**config.mk**
```make
export PLATFORM = sky130hd
export DESIGN_NAME = sipo_deserializer
export DESIGN_NICKNAME = d
export VERILOG_FILES = /design/src/rtl/sipo_deserializer_pkg.sv /design/src/rtl/sipo_bit_counter.sv /design/src/rtl/sipo_deserializer.sv
export SDC_FILE = /design/constraint.sdc
export NUM_CORES = 1
export LEC_CHECK = 0
export BUFFER_PORTS_ARGS = -buffer_cell sky130_fd_sc_hd__buf_2
export CAP_MARGIN = 25
export CORE_MARGIN = 1
export CORE_UTILIZATION = 54
export CTS_BUF_LIST = sky130_fd_sc_hd__clkbuf_4
export CTS_CLUSTER_SIZE = 24
export DETAILED_ROUTE_END_ITERATION = 7
export HOLD_SLACK_MARGIN = 0.08
export PLACE_DENSITY = 0.86
export SYNTH_ARGS = -nofsm -noshare
export SYNTH_HDL_FRONTEND = slang
export SYNTH_SLANG_ARGS = --single-unit
```
**constraint.sdc**
```tcl
create_clock -name CLK -period 1.9 [get_ports CLK]
set_input_delay 0.095 -clock CLK [delete_from_list [all_inputs] [get_ports CLK]]
set_output_delay 0.095 -clock CLK [all_outputs]
set_load 0.03 [all_outputs]
```
**src/rtl/sipo_deserializer_pkg.sv**
```systemverilog
// Constants shared by both ends of the PISO/SIPO serial link.
package sipo_deserializer_pkg;

    typedef enum logic {
        MSB_FIRST = 1'b0,
        LSB_FIRST = 1'b1
    } bit_order_e;

    localparam int         LINK_WORD_W    = 8;
    localparam bit_order_e LINK_BIT_ORDER = MSB_FIRST;

endpackage

```
**src/rtl/sipo_bit_counter.sv**
```systemverilog
// Mod-N bit counter with enable, synchronous load-to-1 and terminal-count flag.
module sipo_bit_counter #(
    parameter int N  = 8,
    parameter int CW = $clog2(N)
) (
    input  logic          clk_i,
    input  logic          rst_i,
    input  logic          en_i,
    input  logic          load1_i,
    output logic [CW-1:0] cnt_o,
    output logic          tc_o
);

    logic [CW-1:0] cnt_q;

    assign tc_o  = (cnt_q == CW'(N - 1));
    assign cnt_o = cnt_q;

    // Load-to-1 takes priority: the bit sampled alongside SYNC is already held.
    always_ff @(posedge clk_i or posedge rst_i) begin
        if (rst_i) begin
            cnt_q <= '0;
        end else if (load1_i) begin
            cnt_q <= CW'(1);
        end else if (en_i) begin
            cnt_q <= tc_o ? '0 : cnt_q + CW'(1);
        end
    end

endmodule

```
**src/rtl/sipo_deserializer.sv**
```systemverilog
// Serial-in/parallel-out receiver for the MSB-first PISO link, with SYNC realignment.
module sipo_deserializer
    import sipo_deserializer_pkg::*;
#(
    parameter int N = LINK_WORD_W
) (
    input  logic         CLK,
    input  logic         RESET,
    input  logic         CE,
    input  logic         SI,
    input  logic         SYNC,
    output logic [N-1:0] O,
    output logic         VALID,
    output logic         SYNC_ERR
);

    localparam int CW = $clog2(N);

    logic [N-2:0]  sr_q, sr_d;
    logic [N-1:0]  shifted;
    logic [N-1:0]  o_q;
    logic          valid_q;
    logic          sync_err_q;
    logic [CW-1:0] cnt;
    logic          tc;

    sipo_bit_counter #(
        .N  (N),
        .CW (CW)
    ) u_cnt (
        .clk_i   (CLK),
        .rst_i   (RESET),
        .en_i    (CE & ~SYNC),
        .load1_i (CE & SYNC),
        .cnt_o   (cnt),
        .tc_o    (tc)
    );

    // Newest bit enters at the LSB, so the first bit of a word ends up as the MSB.
    always_comb begin
        shifted = {sr_q, SI};
        sr_d    = shifted[N-2:0];
    end

    always_ff @(posedge CLK or posedge RESET) begin
        if (RESET) begin
            sr_q       <= '0;
            o_q        <= '0;
            valid_q    <= 1'b0;
            sync_err_q <= 1'b0;
        end else begin
            valid_q    <= 1'b0;
            sync_err_q <= 1'b0;
            if (CE) begin
                sr_q <= sr_d;
                // SYNC beats word completion: a word cut short by SYNC is dropped.
                if (SYNC) begin
                    sync_err_q <= (cnt != '0);
                end else if (tc) begin
                    o_q     <= shifted;
                    valid_q <= 1'b1;
                end
            end
        end
    end

    assign O        = o_q;
    assign VALID    = valid_q;
    assign SYNC_ERR = sync_err_q;

endmodule
```
# After elaboration in Yosys (flattened, before gate mapping)
# Index checks and enable logic that the tools add are counted.
classes:
  n_eq_ne: 1
  n_mux: 8
  reduce_logical: 3
  addsub: 1
  bitwise: 3
op_table:
  columns: ["cell", "n"]
  rows:
  - ["$mux 3", 3]
  - ["$mux 1", 5]
  - ["$add 3x1->3 const B", 1]
  - ["$eq 3x3->1 const B", 1]
  - ["$reduce_and 3->1", 1]
  - ["$reduce_bool 3->1", 1]
  - ["$and 1x1->1", 2]
  - ["$reduce_bool 2->1", 1]
  - ["$not 1->1", 1]
totals:
  register_bits: 20
  out_inout_bits: 10
  inputBits: 5
  elab_cells: 21

# Logic depth before layout (Yosys ltp)
# Gate-level depths: netlist of run 1.
depth:
  ltp_word: 4
  mapped_depth: 4
  ltp_nobuf: 4

# Hierarchy
# A second synthesis of run 1 with hierarchy kept.
hier_totals:
  cells_unflattened: 52
  hier_area_um2: 804.5
by_module_without_submodules:
  columns: ["module", "instances", "seq_area_each_um2", "area_each_um2", "cells_each"]
  rows:
  - ["sipo_deserializer", 1, 425.4, 654.4, 39]
  - ["sipo_bit_counter", 1, 75.1, 150.1, 13]

# Least setup slack after synthesis of run 1
# No wires, ideal clock.
synth_timing:
  kind: "register to register"
  start: "reg u_cnt.cnt_q[0], in the netlist u_cnt.cnt_o[0]"
  end: "reg o_q[0], in the netlist O[0]"
  stages_incl_launch_ff: 5
  path_buffers: 0
  slack_ps: 505
  synth_period_minus_slack_ps: 1395
  setup_ps: 125
  required_ps: 1775
  t_arrival_ps: 1270
  path_cell_list: "dfrtp_1 ha_1 ha_1 nand3b_4 mux2_2"
synth_between:
  elab_chain_cells: 2
synth_rtl:
  columns: ["element", "line", "rtl"]
  rows:
  - ["start: declaration", "sipo_bit_counter.sv:14", "logic [CW-1:0] cnt_q;"]
  - ["start signal: assignment", "sipo_bit_counter.sv:26", "cnt_q <= tc_o ? '0 : cnt_q + CW'(1);"]
  - ["$eq 3x3->1", "sipo_bit_counter.sv:16", "assign tc_o = (cnt_q == CW'(N - 1));"]
  - ["$reduce_and 3->1 (no source line)", null, null]
  - ["end signal: assignment", "sipo_deserializer.sv:60", "o_q <= shifted;"]
  - ["end: declaration", "sipo_deserializer.sv:21", "logic [N-1:0] o_q;"]
# Every way passes these cells.
# A chain may end at the register's enable or synchronous reset.

# Final worst setup path of run 1
layout_timing:
  start: "reg u_cnt.cnt_q[0], in the netlist u_cnt.cnt_o[0]"
  end: "reg o_q[4], in the netlist O[4]"
# Same word-level chain as after synthesis.

==> results of run 1 <==
==> logic make-up (layout without fill, tap and decap cells) <==
family / after synthesis / in the layout / synth area share
compound gates: 5 / 5 / 0.04048
fa+ha+maj: 4 / 4 / 0.05997
simple gates: 6 / 6 / 0.05698
mux: 15 / 15 / 0.2024
flops: 20 / 20 / 0.5997
buf+inv: 6 / 25 / 0.04048
==> critical path: cells and delay by family, from the launching register on <==
| kind | cells | cell delay (ps) |
|---|---|---|
| adders and majority gates | 2 | 450 |
| DFF | 1 | 420 |
| muxes | 1 | 350 |
| and+or+nand+nor | 1 | 150 |
==> what timing repair did <==
action / CTS / global route
gates resized for setup: 0 / 0
hold buffers: 3 / 0
setup endpoints to repair: 0 / 0
hold endpoints to repair: 24 / 0
==> stage by stage <==
stage               cell area, um^2  cells  power [mW]  setup slack [ps]
CTS                           987.2     90       1.245             403.2
global route                  987.2     90       1.293             354.7
global placement              904.6     83      0.8855             460.1
finish                        987.2     90       1.224             416.0
floorplan                     834.6     56      0.8116             505.4
detailed placement            904.6     83      0.8996             423.3
==> cell usage in the layout (no fill, tap or decap), drive strengths merged <==
cell         instances
o21ba                1
bufinv               1
o32ai                1
a21oi                2
dfrtp               20
clkbuf               3
inv                  4
mux2                15
nand2                2
dlygate4sd3          3
and3b                1
o21ai                1
nor2                 1
ha                   4
nand3b               2
buf                 14
==> area by class of cell <==
cell class | count | area, um^2
clock buffer | 3 | 22.52
clock inverter | 1 | 30.03
fill | 93 | 379.1
inverter | 4 | 15.01
multi-input combinational | 30 | 300.3
sequential | 20 | 500.5
tap | 15 | 18.77
timing repair buffer | 17 | 100.1
==> power breakdown <==
group	leakage, nW	switching [mW]	internal (mW)
clock	0.0279	0.121	0.213
sequential	0.255	0.0517	0.524
combinational	0.252	0.185	0.128
==> flip-flops by register name (all words and copies together), names as in the netlist <==
name         cells
O                8
sr_q             7
u_cnt.cnt_o      3
SYNC_ERR         1
VALID            1
==> per-layer routing <==
layer	track usage	vias up
met5	0	-
met4	0.09677	0
met3	0.04787	2
met2	0.2695	11
met1	0.2396	226
li1	-	230
==> worst max-delay path by stage <==
stage,start,endpoint,slack [ps],depth (start not counted)
detailed placement,u_cnt.cnt_o[0],O[2],420,4
global placement,u_cnt.cnt_o[0],O[2],460,4
global route,u_cnt.cnt_o[0],O[4],350,4
CTS,u_cnt.cnt_o[0],O[2],400,4
floorplan,u_cnt.cnt_o[0],O[0],510,4
finish,u_cnt.cnt_o[0],O[4],420,4
==> flow_metrics.env, run 1 <==
export IMPL_top_layer="met4"
export IMPL_hp_class="input port to register"
export IMPL_grt_pass1_vias=442
export IMPL_maxSlewViolCount=0
export IMPL_endpoint_kind="register"
export IMPL_ys_warn_count=0
export IMPL_clk_pin_slew_worst_paths_ps=110
export IMPL_ys_types=15
export IMPL_crit_path_top_delay_cell="dfrtp_1"
export IMPL_synth_edf_count=0
export IMPL_slew_headroom=0.5159
export IMPL_cts_root_buf="clkbuf_4"
export IMPL_synth_largest_area_cell="dfrtp_1"
export IMPL_first_pass_iters=1
export IMPL_holdPathStages=3
export IMPL_fin_crit_ps=1484
export IMPL_core_area_um2=1366
export IMPL_whs_ps=168.3
export IMPL_arrival_ps=1670
export IMPL_fin_crit_sh=0.7810
export IMPL_synth_commonest_cells="dfrtp_1 (20), mux2_2 (15), ha_1 (4), inv_1 (4)"
export IMPL_min_from="CE"
export IMPL_grt_setup_unrepaired="no"
export IMPL_fin_skew_ps=3.693
export IMPL_drive_gt1_frac=0.4667
export IMPL_gp_congestion=0.6211
export IMPL_outcome="complete, no violations"
export IMPL_maxCapViolCount=0
export IMPL_synth_main_ff_cell="dfrtp_1"
export IMPL_min_to="SYNC_ERR"
export IMPL_crit_required_ps=2090
export IMPL_final_core_util=0.7225
export IMPL_grt_pass1_wl_um=1890
export IMPL_synthCells=56
export IMPL_row_count=13
export IMPL_vias=469
export IMPL_wl_met2_um=541
export IMPL_ioPinCount=15
export IMPL_route_met3_wl_um=34
export IMPL_ff2ff_path_depth=4
export IMPL_vdd_ir_drop_max_mv=0.7483
export IMPL_port_buffers=14
export IMPL_initial_core_util=0.6108
export IMPL_path_max_fanout=8
export IMPL_synth_area_leaders="dfrtp_1 (60%), mux2_2 (20%), ha_1 (6.0%)"
export IMPL_cts_buffers=3
export IMPL_synth_async_reset_ratio=1.000
export IMPL_power_density_nw_per_um2=1239
export IMPL_clock_latency_ps=290
export IMPL_rrSetupSlack_ps=420
export IMPL_drc=0
export IMPL_worstMarginPinSlew_ps=725.4
export IMPL_grt_max_degree=21
export IMPL_syn_to_final_growth_pct=18.29
export IMPL_yosysMostFrequentCell="dfrtp_1"
export IMPL_clockBufferDepth=2
export IMPL_yosysTopAreaCellShare=0.5997
export IMPL_synth_seq_cells=20
export IMPL_start_kind="register"
export IMPL_final_net_count=85
export IMPL_ctsHtreeMaxLevel=1
export IMPL_die_x_um=41.31
export IMPL_antenna_found_initial=0
export IMPL_die_y_um=41.31
export IMPL_rr_startpoint="u_cnt.cnt_o[0]"
export IMPL_syn_num_nets=65
export IMPL_drt_iter0_drc=0
export IMPL_postCtsSetupBuffers=0
export IMPL_worstSetupPathType="register to register"
export IMPL_cts_sinks=20
export IMPL_worstPathCellList="ha_1, ha_1, nand3b_4, mux2_2"
export IMPL_max_stage_delay_ps=420
export IMPL_avgSynthCellArea_um2=14.90
export IMPL_power_leakage_nw=0.5350
export IMPL_wl_met1_um=568
export IMPL_setup_viol=0
export IMPL_post_dp_hpwl_um=814.8
export IMPL_cts_tree="done"
export IMPL_design_die_area_um2=1707
export IMPL_r2r_end="O[4]"
export IMPL_grt_usage=0.1807
export IMPL_diodes=0
export IMPL_netlist_area_um2=834.6
export IMPL_fmaxAchievable_mhz=673.9
export IMPL_cp_common_cell="ha_1"
export IMPL_finalHoldViolCount=0
export IMPL_grt_overflow_total=0
export IMPL_yosysSeqAreaShare=0.5997
export IMPL_drtAntennaViolNets=0
export IMPL_wl_um=1158
export IMPL_avgViaCountPerCell=5.211
export IMPL_setup_tns_ps=0
export IMPL_wire_per_inst_um=12.87
Note: power is estimated with default switching activity, not from simulation.
==> run 2: changes to the inputs <==
Settings changed: CORE_UTILIZATION 54 to 50, PLACE_DENSITY 0.86 to 0.84.
Clock period 1.9 ns to 1.2 ns, I/O delays scaled along.
==> flow_metrics.env, run 2 (synthesized netlist as in run 1, its figures left out) <==
export IMPL_fin_crit_ps=1384
export IMPL_worstMarginPinSlew_ps=249.1
export IMPL_fmaxAchievable_mhz=722.7
export IMPL_clockBufferDepth=2
export IMPL_start_kind="register"
export IMPL_finalHoldViolCount=0
export IMPL_clock_latency_ps=300
export IMPL_min_to="sr_q[1]"
export IMPL_mostFrequentLayoutCell="dfrtp_1"
export IMPL_row_count=14
export IMPL_r2r_end="O[5]"
export IMPL_min_from="CE"
export IMPL_cts_tree="done"
export IMPL_ctsHtreeMaxLevel=1
export IMPL_die_x_um=42.86
export IMPL_holdPathStages=2
export IMPL_syn_to_final_growth_pct=27.89
export IMPL_vias=487
export IMPL_p_total_mw=2.052
export IMPL_ioPinCount=15
export IMPL_fin_skew_ps=12.16
export IMPL_antenna_found_initial=0
export IMPL_power_leakage_nw=0.5826
export IMPL_die_y_um=42.86
export IMPL_grt_setup_unrepaired="yes"
export IMPL_placed_area_um2=950.9
export IMPL_rr_startpoint="u_cnt.cnt_o[0]"
export IMPL_crit_required_ps=1380
export IMPL_rrSetupSlack_ps=-180
export IMPL_arrival_ps=1570
export IMPL_grt_usage=0.1736
export IMPL_crit_path_top_delay_cell="dfrtp_1"
export IMPL_worstPathCellList="ha_2, ha_4, nand3b_4, mux2_4"
export IMPL_post_dp_hpwl_um=903.4
export IMPL_vdd_ir_drop_max_mv=1.151
export IMPL_grt_pass1_wl_um=2311
export IMPL_cts_buffers=3
export IMPL_wire_per_inst_um=14.65
export IMPL_route_met3_wl_um=40
export IMPL_wl_met1_um=681
export IMPL_outcome="finished, violations left"
export IMPL_endpoint_kind="register"
export IMPL_grt_pass1_vias=504
export IMPL_finalNonFillerCells=95
export IMPL_gp_congestion=0.8805
export IMPL_drt_iter0_drc=2
export IMPL_design_area_um2=1067
export IMPL_initial_core_util=0.5476
export IMPL_avgViaCountPerCell=5.126
export IMPL_diodes=0
export IMPL_fin_ws_ps=-183.7
export IMPL_top_layer="met4"
export IMPL_setup_viol=9
export IMPL_worstSetupPathType="register to register"
export IMPL_drtAntennaViolNets=0
export IMPL_cts_root_buf="clkbuf_4"
export IMPL_wl_met2_um=664
export IMPL_grt_max_degree=21
export IMPL_port_buffers=14
export IMPL_max_stage_delay_ps=400
export IMPL_drive_gt1_frac=0.5316
export IMPL_drc=0
export IMPL_maxCapViolCount=0
export IMPL_wl_um=1392
export IMPL_slew_headroom=0.8339
export IMPL_fin_crit_sh=1.153
export IMPL_cts_sinks=20
export IMPL_core_area_um2=1524
export IMPL_grt_overflow_total=0
export IMPL_final_cell_mix="dfrtp_1 (20), buf_2 (14), mux2_4 (8)"
export IMPL_first_pass_iters=3
export IMPL_clk_pin_slew_worst_paths_ps=120
export IMPL_maxSlewViolCount=0
export IMPL_design_die_area_um2=1837
export IMPL_crit_start="u_cnt.cnt_o[0]"
export IMPL_path_max_fanout=8
export IMPL_power_density_nw_per_um2=1923
export IMPL_placed_cells_incl_taps=88
export IMPL_hp_class="input port to register"
export IMPL_postCtsSetupBuffers=0
export IMPL_whs_ps=197.9
export IMPL_dp_slack_ps=-153.2
export IMPL_violations="setup timing"
export IMPL_ff2ff_path_depth=4
export IMPL_final_net_count=89
export IMPL_largest_reg_flops=8
run 2: changes by cell type in the layout (fill, tap and decap cells not counted):
cell and change:
a21oi_2 +1, ha_2 +1, mux2_2 -8, a21oi_1 -1, buf_4 +4, ha_1 -2
ha_4 +1, mux2_4 +8
run 2: layer usage:
layer | global-route usage | vias up
met4 | 0.07500 | 0
met5 | 0 | -
met1 | 0.2365 | 239
met2 | 0.2758 | 9
met3 | 0.02553 | 2
li1 | - | 237
run 2: metrics by stage:
stage	setup TNS [ps]	utilization
finish	-1400	0.7003
floorplan	-857.9	-
global route	-1697	0.7003
detailed placement	-1177	0.6240
global placement	-964.9	0.6240
CTS	-1367	0.7003
run 2: worst max-delay path by stage:
stage	endpoint	slack (ps)	depth (start not counted)
after floorplan	O[0]	-110	4
after global placement	O[5]	-130	4
after detailed placement	O[6]	-150	4
after CTS	O[6]	-180	4
after global routing	O[5]	-210	4
final	O[5]	-180	4
run 2: area by class of cell:
cell class	instances	area (um^2)
clock buffers	3	22.52
clock inverters	1	30.03
fillers	105	456.7
inverters	4	15.01
multi-input cells	30	349.1
flip-flops and latches	20	500.5
well taps	16	20.02
repair buffers	21	130.1
run 2: critical path: cells and delay by family (launching register included):
family / cells / cell delay [ps]
flops: 1 / 400
fa+ha+maj: 2 / 380
simple gates: 1 / 160
mux: 1 / 320
run 2: what timing repair did:
action                     4_1_cts  5_1_grt
setup endpoints to repair        9       10
pin swaps                        1        0
hold endpoints to repair        24        0
gates resized for setup          9        0
hold buffers                     3        0
run 2: report_power, final:
group / total [mW] / switching [mW] / leakage, nW / internal [mW]
clock: 0.542 / 0.204 / 0.0279 / 0.337
sequential: 0.927 / 0.0960 / 0.255 / 0.831
combinational: 0.583 / 0.313 / 0.300 / 0.270
